`src/rtl/module_display_scan_pkg.sv`:
```
// Shared types and segment constants for the seven-segment scan driver.
package pkg_display;

  typedef enum logic [0:0] {
    BLANK = 1'b0,
    SHOW  = 1'b1
  } scan_state_t;

  localparam logic [6:0] SEG_OFF = 7'h7F;

  // Active-low patterns, bit order {g,f,e,d,c,b,a}
  localparam logic [6:0] SEG_0 = 7'h40;
  localparam logic [6:0] SEG_1 = 7'h79;
  localparam logic [6:0] SEG_2 = 7'h24;
  localparam logic [6:0] SEG_3 = 7'h30;
  localparam logic [6:0] SEG_4 = 7'h19;
  localparam logic [6:0] SEG_5 = 7'h12;
  localparam logic [6:0] SEG_6 = 7'h02;
  localparam logic [6:0] SEG_7 = 7'h78;
  localparam logic [6:0] SEG_8 = 7'h00;
  localparam logic [6:0] SEG_9 = 7'h10;
  localparam logic [6:0] SEG_A = 7'h08;
  localparam logic [6:0] SEG_B = 7'h03;
  localparam logic [6:0] SEG_C = 7'h46;
  localparam logic [6:0] SEG_D = 7'h21;
  localparam logic [6:0] SEG_E = 7'h06;
  localparam logic [6:0] SEG_F = 7'h0E;

endpackage

```
`src/rtl/module_display_scan_hex_7seg.sv`:
```
// Combinational hex nibble to active-low seven-segment decoder.
module module_hex_7seg
  import pkg_display::*;
(
  input  logic [3:0] i_nibble,
  output logic [6:0] o_seg
);

  // Nibble to segment pattern lookup
  always_comb begin
    o_seg = SEG_OFF;
    case (i_nibble)
      4'h0:    o_seg = SEG_0;
      4'h1:    o_seg = SEG_1;
      4'h2:    o_seg = SEG_2;
      4'h3:    o_seg = SEG_3;
      4'h4:    o_seg = SEG_4;
      4'h5:    o_seg = SEG_5;
      4'h6:    o_seg = SEG_6;
      4'h7:    o_seg = SEG_7;
      4'h8:    o_seg = SEG_8;
      4'h9:    o_seg = SEG_9;
      4'hA:    o_seg = SEG_A;
      4'hB:    o_seg = SEG_B;
      4'hC:    o_seg = SEG_C;
      4'hD:    o_seg = SEG_D;
      4'hE:    o_seg = SEG_E;
      4'hF:    o_seg = SEG_F;
      default: o_seg = SEG_OFF;
    endcase
  end

endmodule

```
`src/rtl/module_display_scan.sv`:
```
// Multiplexed 7-seg scan driver with blanking dead time and frame-synchronous double buffering.
// Optional leading-zero blanking is enabled by defining DISPLAY_LZB_EN.
module module_display_scan
  import pkg_display::*;
#(
  parameter int N_DIGITS    = 4,
  parameter int BLANK_TICKS = 1
)(
  input  logic                  clk_10Mhz_i,
  input  logic                  reset_i,
  input  logic                  tick_i,
  input  logic                  load_i,
  input  logic [4*N_DIGITS-1:0] data_i,
  input  logic [N_DIGITS-1:0]   dp_i,
  output logic [N_DIGITS-1:0]   anodo_o,
  output logic [6:0]            catodo_o,
  output logic                  dp_o,
  output logic                  pending_o,
  output logic                  frame_o
);

  localparam int DW = 4 * N_DIGITS;
  localparam int IW = (N_DIGITS > 1) ? $clog2(N_DIGITS) : 1;
  localparam int BW = (BLANK_TICKS > 1) ? $clog2(BLANK_TICKS) : 1;
  localparam logic [IW-1:0] IDX_LAST  = IW'(N_DIGITS - 1);
  localparam logic [BW-1:0] BCNT_LAST = BW'(BLANK_TICKS - 1);

  scan_state_t         r_state;
  logic [IW-1:0]       r_idx;
  logic [BW-1:0]       r_bcnt;
  logic [DW-1:0]       r_shadow_data;
  logic [N_DIGITS-1:0] r_shadow_dp;
  logic [DW-1:0]       r_disp_data;
  logic [N_DIGITS-1:0] r_disp_dp;
  logic                r_pending;
  logic [N_DIGITS-1:0] r_anodo;
  logic [6:0]          r_catodo;
  logic                r_dp;
  logic                r_frame;

  scan_state_t         w_state_nxt;
  logic [IW-1:0]       w_idx_nxt;
  logic [BW-1:0]       w_bcnt_nxt;
  logic                w_commit;
  logic [DW-1:0]       w_shadow_data_nxt;
  logic [N_DIGITS-1:0] w_shadow_dp_nxt;
  logic [DW-1:0]       w_disp_data_nxt;
  logic [N_DIGITS-1:0] w_disp_dp_nxt;
  logic                w_pending_nxt;
  logic [3:0]          w_nibble;
  logic                w_sel_dp;
  logic [6:0]          w_seg;
  logic                w_lead_blank;
  logic                w_show;
  logic [N_DIGITS-1:0] w_anodo_nxt;
  logic [6:0]          w_catodo_nxt;
  logic                w_dp_nxt;

  // Scan FSM next state; only tick cycles advance
  always_comb begin
    w_state_nxt = r_state;
    w_idx_nxt   = r_idx;
    w_bcnt_nxt  = r_bcnt;
    w_commit    = 1'b0;
    if (tick_i) begin
      case (r_state)
        BLANK: begin
          if (r_bcnt == BCNT_LAST) begin
            w_state_nxt = SHOW;
            w_bcnt_nxt  = '0;
            if (r_idx == IDX_LAST) begin
              w_idx_nxt = '0;
              w_commit  = 1'b1;
            end else begin
              w_idx_nxt = r_idx + IW'(1);
            end
          end else begin
            w_bcnt_nxt = r_bcnt + BW'(1);
          end
        end
        SHOW:    w_state_nxt = BLANK;
        default: w_state_nxt = BLANK;
      endcase
    end else begin
      w_state_nxt = r_state;
    end
  end

  // Shadow/display buffers; a load coinciding with a commit bypasses the shadow
  always_comb begin
    w_shadow_data_nxt = r_shadow_data;
    w_shadow_dp_nxt   = r_shadow_dp;
    w_disp_data_nxt   = r_disp_data;
    w_disp_dp_nxt     = r_disp_dp;
    w_pending_nxt     = r_pending;
    if (load_i) begin
      w_shadow_data_nxt = data_i;
      w_shadow_dp_nxt   = dp_i;
    end else begin
      w_shadow_data_nxt = r_shadow_data;
    end
    if (w_commit) begin
      w_pending_nxt = 1'b0;
      if (load_i) begin
        w_disp_data_nxt = data_i;
        w_disp_dp_nxt   = dp_i;
      end else if (r_pending) begin
        w_disp_data_nxt = r_shadow_data;
        w_disp_dp_nxt   = r_shadow_dp;
      end else begin
        w_disp_data_nxt = r_disp_data;
      end
    end else if (load_i) begin
      w_pending_nxt = 1'b1;
    end else begin
      w_pending_nxt = r_pending;
    end
  end

  // Select the nibble and dp bit of the digit about to be shown
  always_comb begin
    w_nibble = 4'h0;
    w_sel_dp = 1'b0;
    for (int k = 0; k < N_DIGITS; k++) begin
      if (w_idx_nxt == IW'(k)) begin
        w_nibble = w_disp_data_nxt[4*k +: 4];
        w_sel_dp = w_disp_dp_nxt[k];
      end else begin
        w_sel_dp = w_sel_dp;
      end
    end
  end

`ifdef DISPLAY_LZB_EN
  // A digit is blanked when it and every digit above it are zero; digit 0 never is
  always_comb begin
    w_lead_blank = 1'b0;
    for (int k = 1; k < N_DIGITS; k++) begin
      if (w_idx_nxt == IW'(k)) begin
        w_lead_blank = ((w_disp_data_nxt >> (4 * k)) == '0);
      end else begin
        w_lead_blank = w_lead_blank;
      end
    end
  end
`else
  assign w_lead_blank = 1'b0;
`endif

  module_hex_7seg u_hex_7seg (
    .i_nibble (w_nibble),
    .o_seg    (w_seg)
  );

  // Pin values for the upcoming state, so outputs stay registered
  always_comb begin
    w_show      = (w_state_nxt == SHOW) && !w_lead_blank;
    w_anodo_nxt = '1;
    for (int k = 0; k < N_DIGITS; k++) begin
      w_anodo_nxt[k] = !(w_show && (w_idx_nxt == IW'(k)));
    end
    if (w_show) begin
      w_catodo_nxt = w_seg;
      w_dp_nxt     = ~w_sel_dp;
    end else begin
      w_catodo_nxt = SEG_OFF;
      w_dp_nxt     = 1'b1;
    end
  end

  // State, buffer and output registers
  always_ff @(posedge clk_10Mhz_i or posedge reset_i) begin
    if (reset_i) begin
      r_state       <= BLANK;
      r_idx         <= IDX_LAST;
      r_bcnt        <= '0;
      r_shadow_data <= '0;
      r_shadow_dp   <= '0;
      r_disp_data   <= '0;
      r_disp_dp     <= '0;
      r_pending     <= 1'b0;
      r_anodo       <= '1;
      r_catodo      <= SEG_OFF;
      r_dp          <= 1'b1;
      r_frame       <= 1'b0;
    end else begin
      r_state       <= w_state_nxt;
      r_idx         <= w_idx_nxt;
      r_bcnt        <= w_bcnt_nxt;
      r_shadow_data <= w_shadow_data_nxt;
      r_shadow_dp   <= w_shadow_dp_nxt;
      r_disp_data   <= w_disp_data_nxt;
      r_disp_dp     <= w_disp_dp_nxt;
      r_pending     <= w_pending_nxt;
      r_anodo       <= w_anodo_nxt;
      r_catodo      <= w_catodo_nxt;
      r_dp          <= w_dp_nxt;
      r_frame       <= w_commit;
    end
  end

  assign anodo_o   = r_anodo;
  assign catodo_o  = r_catodo;
  assign dp_o      = r_dp;
  assign pending_o = r_pending;
  assign frame_o   = r_frame;

endmodule

```
`config.mk`:
```
export PLATFORM = sky130hd
export DESIGN_NAME = module_display_scan
export DESIGN_NICKNAME = d
export VERILOG_FILES = /design/src/rtl/module_display_scan_pkg.sv /design/src/rtl/module_display_scan_hex_7seg.sv /design/src/rtl/module_display_scan.sv
export SDC_FILE = /design/constraint.sdc
export NUM_CORES = 1
export LEC_CHECK = 0
export ABC_AREA = 1
export CAP_MARGIN = 25
export CORE_MARGIN = 5
export CORE_UTILIZATION = 60
export DETAILED_ROUTE_END_ITERATION = 6
export DONT_BUFFER_PORTS = 1
export MAX_ROUTING_LAYER = met4
export PLACE_DENSITY_LB_ADDON = 0.1
export SLEW_MARGIN = 20
export SYNTH_ARGS = -nofsm -noshare
export SYNTH_HDL_FRONTEND = slang
export SYNTH_SLANG_ARGS = --single-unit
```
`constraint.sdc`:
```
create_clock -name clk_10Mhz_i -period 2.61 [get_ports clk_10Mhz_i]
set_input_delay 0.522 -clock clk_10Mhz_i [delete_from_list [all_inputs] [get_ports clk_10Mhz_i]]
set_output_delay 0.522 -clock clk_10Mhz_i [all_outputs]
set_load 0.02 [all_outputs]
```
==> flow_summary.json <==
{
  "status": "completed",
  "synthArstFlopShare": 1.00,
  "grt_max_degree": 58,
  "timing.hold.ws_ns": 0.251,
  "syn_area_sq_mm": 0.00271,
  "cp_slowest_cell": "dfstp_2",
  "ys_seq_area_frac": 0.532,
  "final.setup.tns_ns": 0,
  "antenna_found_initial": 0,
  "required_ns": 2.86,
  "finalSetupViolations": 0,
  "max_stage_delay_ns": 0.56,
  "yosys_register_bits": 57,
  "cap_violations": 0,
  "p_leak_nw": 1.54,
  "multi_input_area_sq_mm": 0.00112,
  "pin_count": 38,
  "hold_class": "input port to async pin",
  "period_minus_slack_ns": 2.37,
  "grt_pass1_vias": 2074,
  "fmax_ghz": 0.422,
  "drt-wirelength-per-cell_microns": 14.2,
  "place_congestion": 0.873,
  "synth_cells": 325,
  "cp-startpoint": "r_idx[0]",
  "fin_ws_ns": 0.240,
  "cts_max_level": 3,
  "start_util": 0.619,
  "drc": 0,
  "dieHeight_microns": 77.3,
  "tightest_slew_ns": 0.696,
  "die-area_sq_mm": 0.00597,
  "syn_nets": 356,
  "endpoint_kind": "register",
  "place_area_sq_mm": 0.00277,
  "port_buffers": 0,
  "ant_nets": 0,
  "r2r-start": "r_idx[0]",
  "design_area_sq_mm": 0.00295,
  "power_density_mw_per_mm2": 1150,
  "numCtsBuffers": 9,
  "dp_hpwl_microns": 3880,
  "regArea_sq_mm": 0.00144,
  "place_ws_ns": 0.242,
  "slew_viol_final": 0,
  "relSlewSlack": 0.536,
  "vias_per_cell": 5.25,
  "syn2layout_area_growth_pct": 8.67,
  "clock_latency_ns": 0.34,
  "clock-sinks": 57,
  "clkTransAtPathRegs_ns": 0.06,
  "start_kind": "register",
  "firstDrtPassIters": 4,
  "nets": 363,
  "num_vias": 2042,
  "fin_crit_sh": 0.908,
  "ys_warn_count": 0,
  "fillers": 374,
  "cts_tree": "yes",
  "grt_use_total": 0.213,
  "core_area_sq_mm": 0.00438,
  "rows": 24,
  "post-cts-setup-buffers": 0,
  "drt_iter0_markers": 108,
  "diodes": 0,
  "drive_gt1_frac": 0.190,
  "cts_root_buf": "clkbuf_8",
  "routed_wl_microns": 5510,
  "crit_chain": "ha_1, nand3_1, nand2_2, inv_2, nor2_4, nand2_1, nand3_1, nor2_2, inv_1, ha_1, nand2_2, nand2_1, nand2_1, nand3_1",
  "grt_pass1_wl_microns": 9620,
  "crit_type": "register to register",
  "rsz0062_at_grt": "false",
  "grt_overflow": 0,
  "fin_skew_ns": 0.00650,
  "hold_viol": 0,
  "syn_area_per_cell_sq_um": 8.35,
  "r2r_cells": 14,
  "cts_buffer_depth": 2,
  "peakVddDrop_mv": 0.674,
  "ys.flop_type": "dfrtp_1",
  "synth_cell_types": 28,
  "critPathArrivalTime_ns": 2.62,
  "worstPathMaxFanout": 6,
  "die_x_microns": 77.3,
  "synth-edff-count": 0
}
## worst max-delay path: cells and delay by family, from the launching register on
family | cells | cell delay, ns
and+or+nand+nor | 10 | 0.99
DFF | 1 | 0.56
adders and majority gates | 2 | 0.47
buffers and inverters | 2 | 0.26
## metrics by stage
stage / util / power, mW / std cells
6_report: 0.673 / 3.38 / 389
5_1_grt: 0.673 / 3.68 / 389
4_1_cts: 0.672 / 3.39 / 389
3_5_place_dp: 0.632 / 2.68 / 373
3_3_place_gp: 0.632 / 2.65 / 373
2_1_floorplan: - / 2.40 / 325
## layout by cell type (no fill, tap or decap), types with 5 or more instances in the layout
cell type	instances
nor2_2	5
nand3_1	35
inv_1	17
inv_2	9
nor2_1	8
clkbuf_8	10
ha_1	7
dfrtp_1	43
nand2_2	7
nand2_1	150
dfstp_2	14
## cell usage after synthesis (2+ instances only)
library cell    n  share of area
nand2_1       150           0.21
dfrtp_1        43           0.40
nand3_1        35          0.065
inv_1          18          0.025
dfstp_2        14           0.14
inv_2           8          0.011
nor2_1          8          0.011
ha_1            7          0.032
nand2_2         7          0.016
nor2_2          6          0.014
buf_2           4         0.0074
nor2_4          3          0.012
o21ai_1         3         0.0055
a31oi_1         2         0.0046
buf_6           2         0.0083
clkbuf_1        2         0.0028
o21ai_0         2         0.0037
## layout make-up
cell class | instances | area share
Clock buffer | 11 | 0.0479
Clock inverter | 5 | 0.0106
Inverter | 27 | 0.0344
Multi-Input combinational cell | 232 | 0.378
Sequential cell | 57 | 0.490
Tap cell | 52 | 0.0221
Timing Repair Buffer | 5 | 0.0170
## cells by family after synthesis
family,Yosys count,share of synthesized area
and+or+nand+nor,215,0.355
DFF,57,0.532
adders and majority gates,7,0.0323
AOI/OAI and AO/OA,10,0.0226
buffers and inverters,36,0.0586
## path summary, 6_finish.rpt
kind	to	slack, ns
max	catodo_o[3]	0.24
min reg2reg	r_disp_dp[3]	0.47
min	frame_o	0.25
max reg2reg	catodo_o[3]	0.24
max in group asynchronous	r_disp_data[0]	1.89
min in group clk_10Mhz_i	r_shadow_dp[0]	0.32
## state kept, by name (all words and copies together) (netlist names)
name and flops:
r_shadow_data 16, catodo_o 7, anodo_o 4, r_shadow_dp 4, dp_o 1, r_disp_data 16
r_state 1, r_idx 2, r_disp_dp 4, frame_o 1, pending_o 1
## per-layer routing
metal	vias to the layer above	part of all wire	track usage
met1	963	0.46	0.270
met3	10	0.059	0.0925
met5	-	0	-
li1	1023	-	-
met2	46	0.47	0.307
met4	0	0.016	0.0704
## repair_timing
action / CTS / global route
gates resized for setup: 0 / 1
setup endpoints to repair: 0 / 2
hold buffers: 0 / 0
## where the power goes
part / internal, mW / switching, mW / total, mW
Combinational: 0.415 / 0.859 / 1.27
Clock: 0.366 / 0.349 / 0.715
Sequential: 1.21 / 0.180 / 1.39
Total: 1.99 / 1.39 / 3.38
No activity file was read; power rests on OpenSTA's default activity.
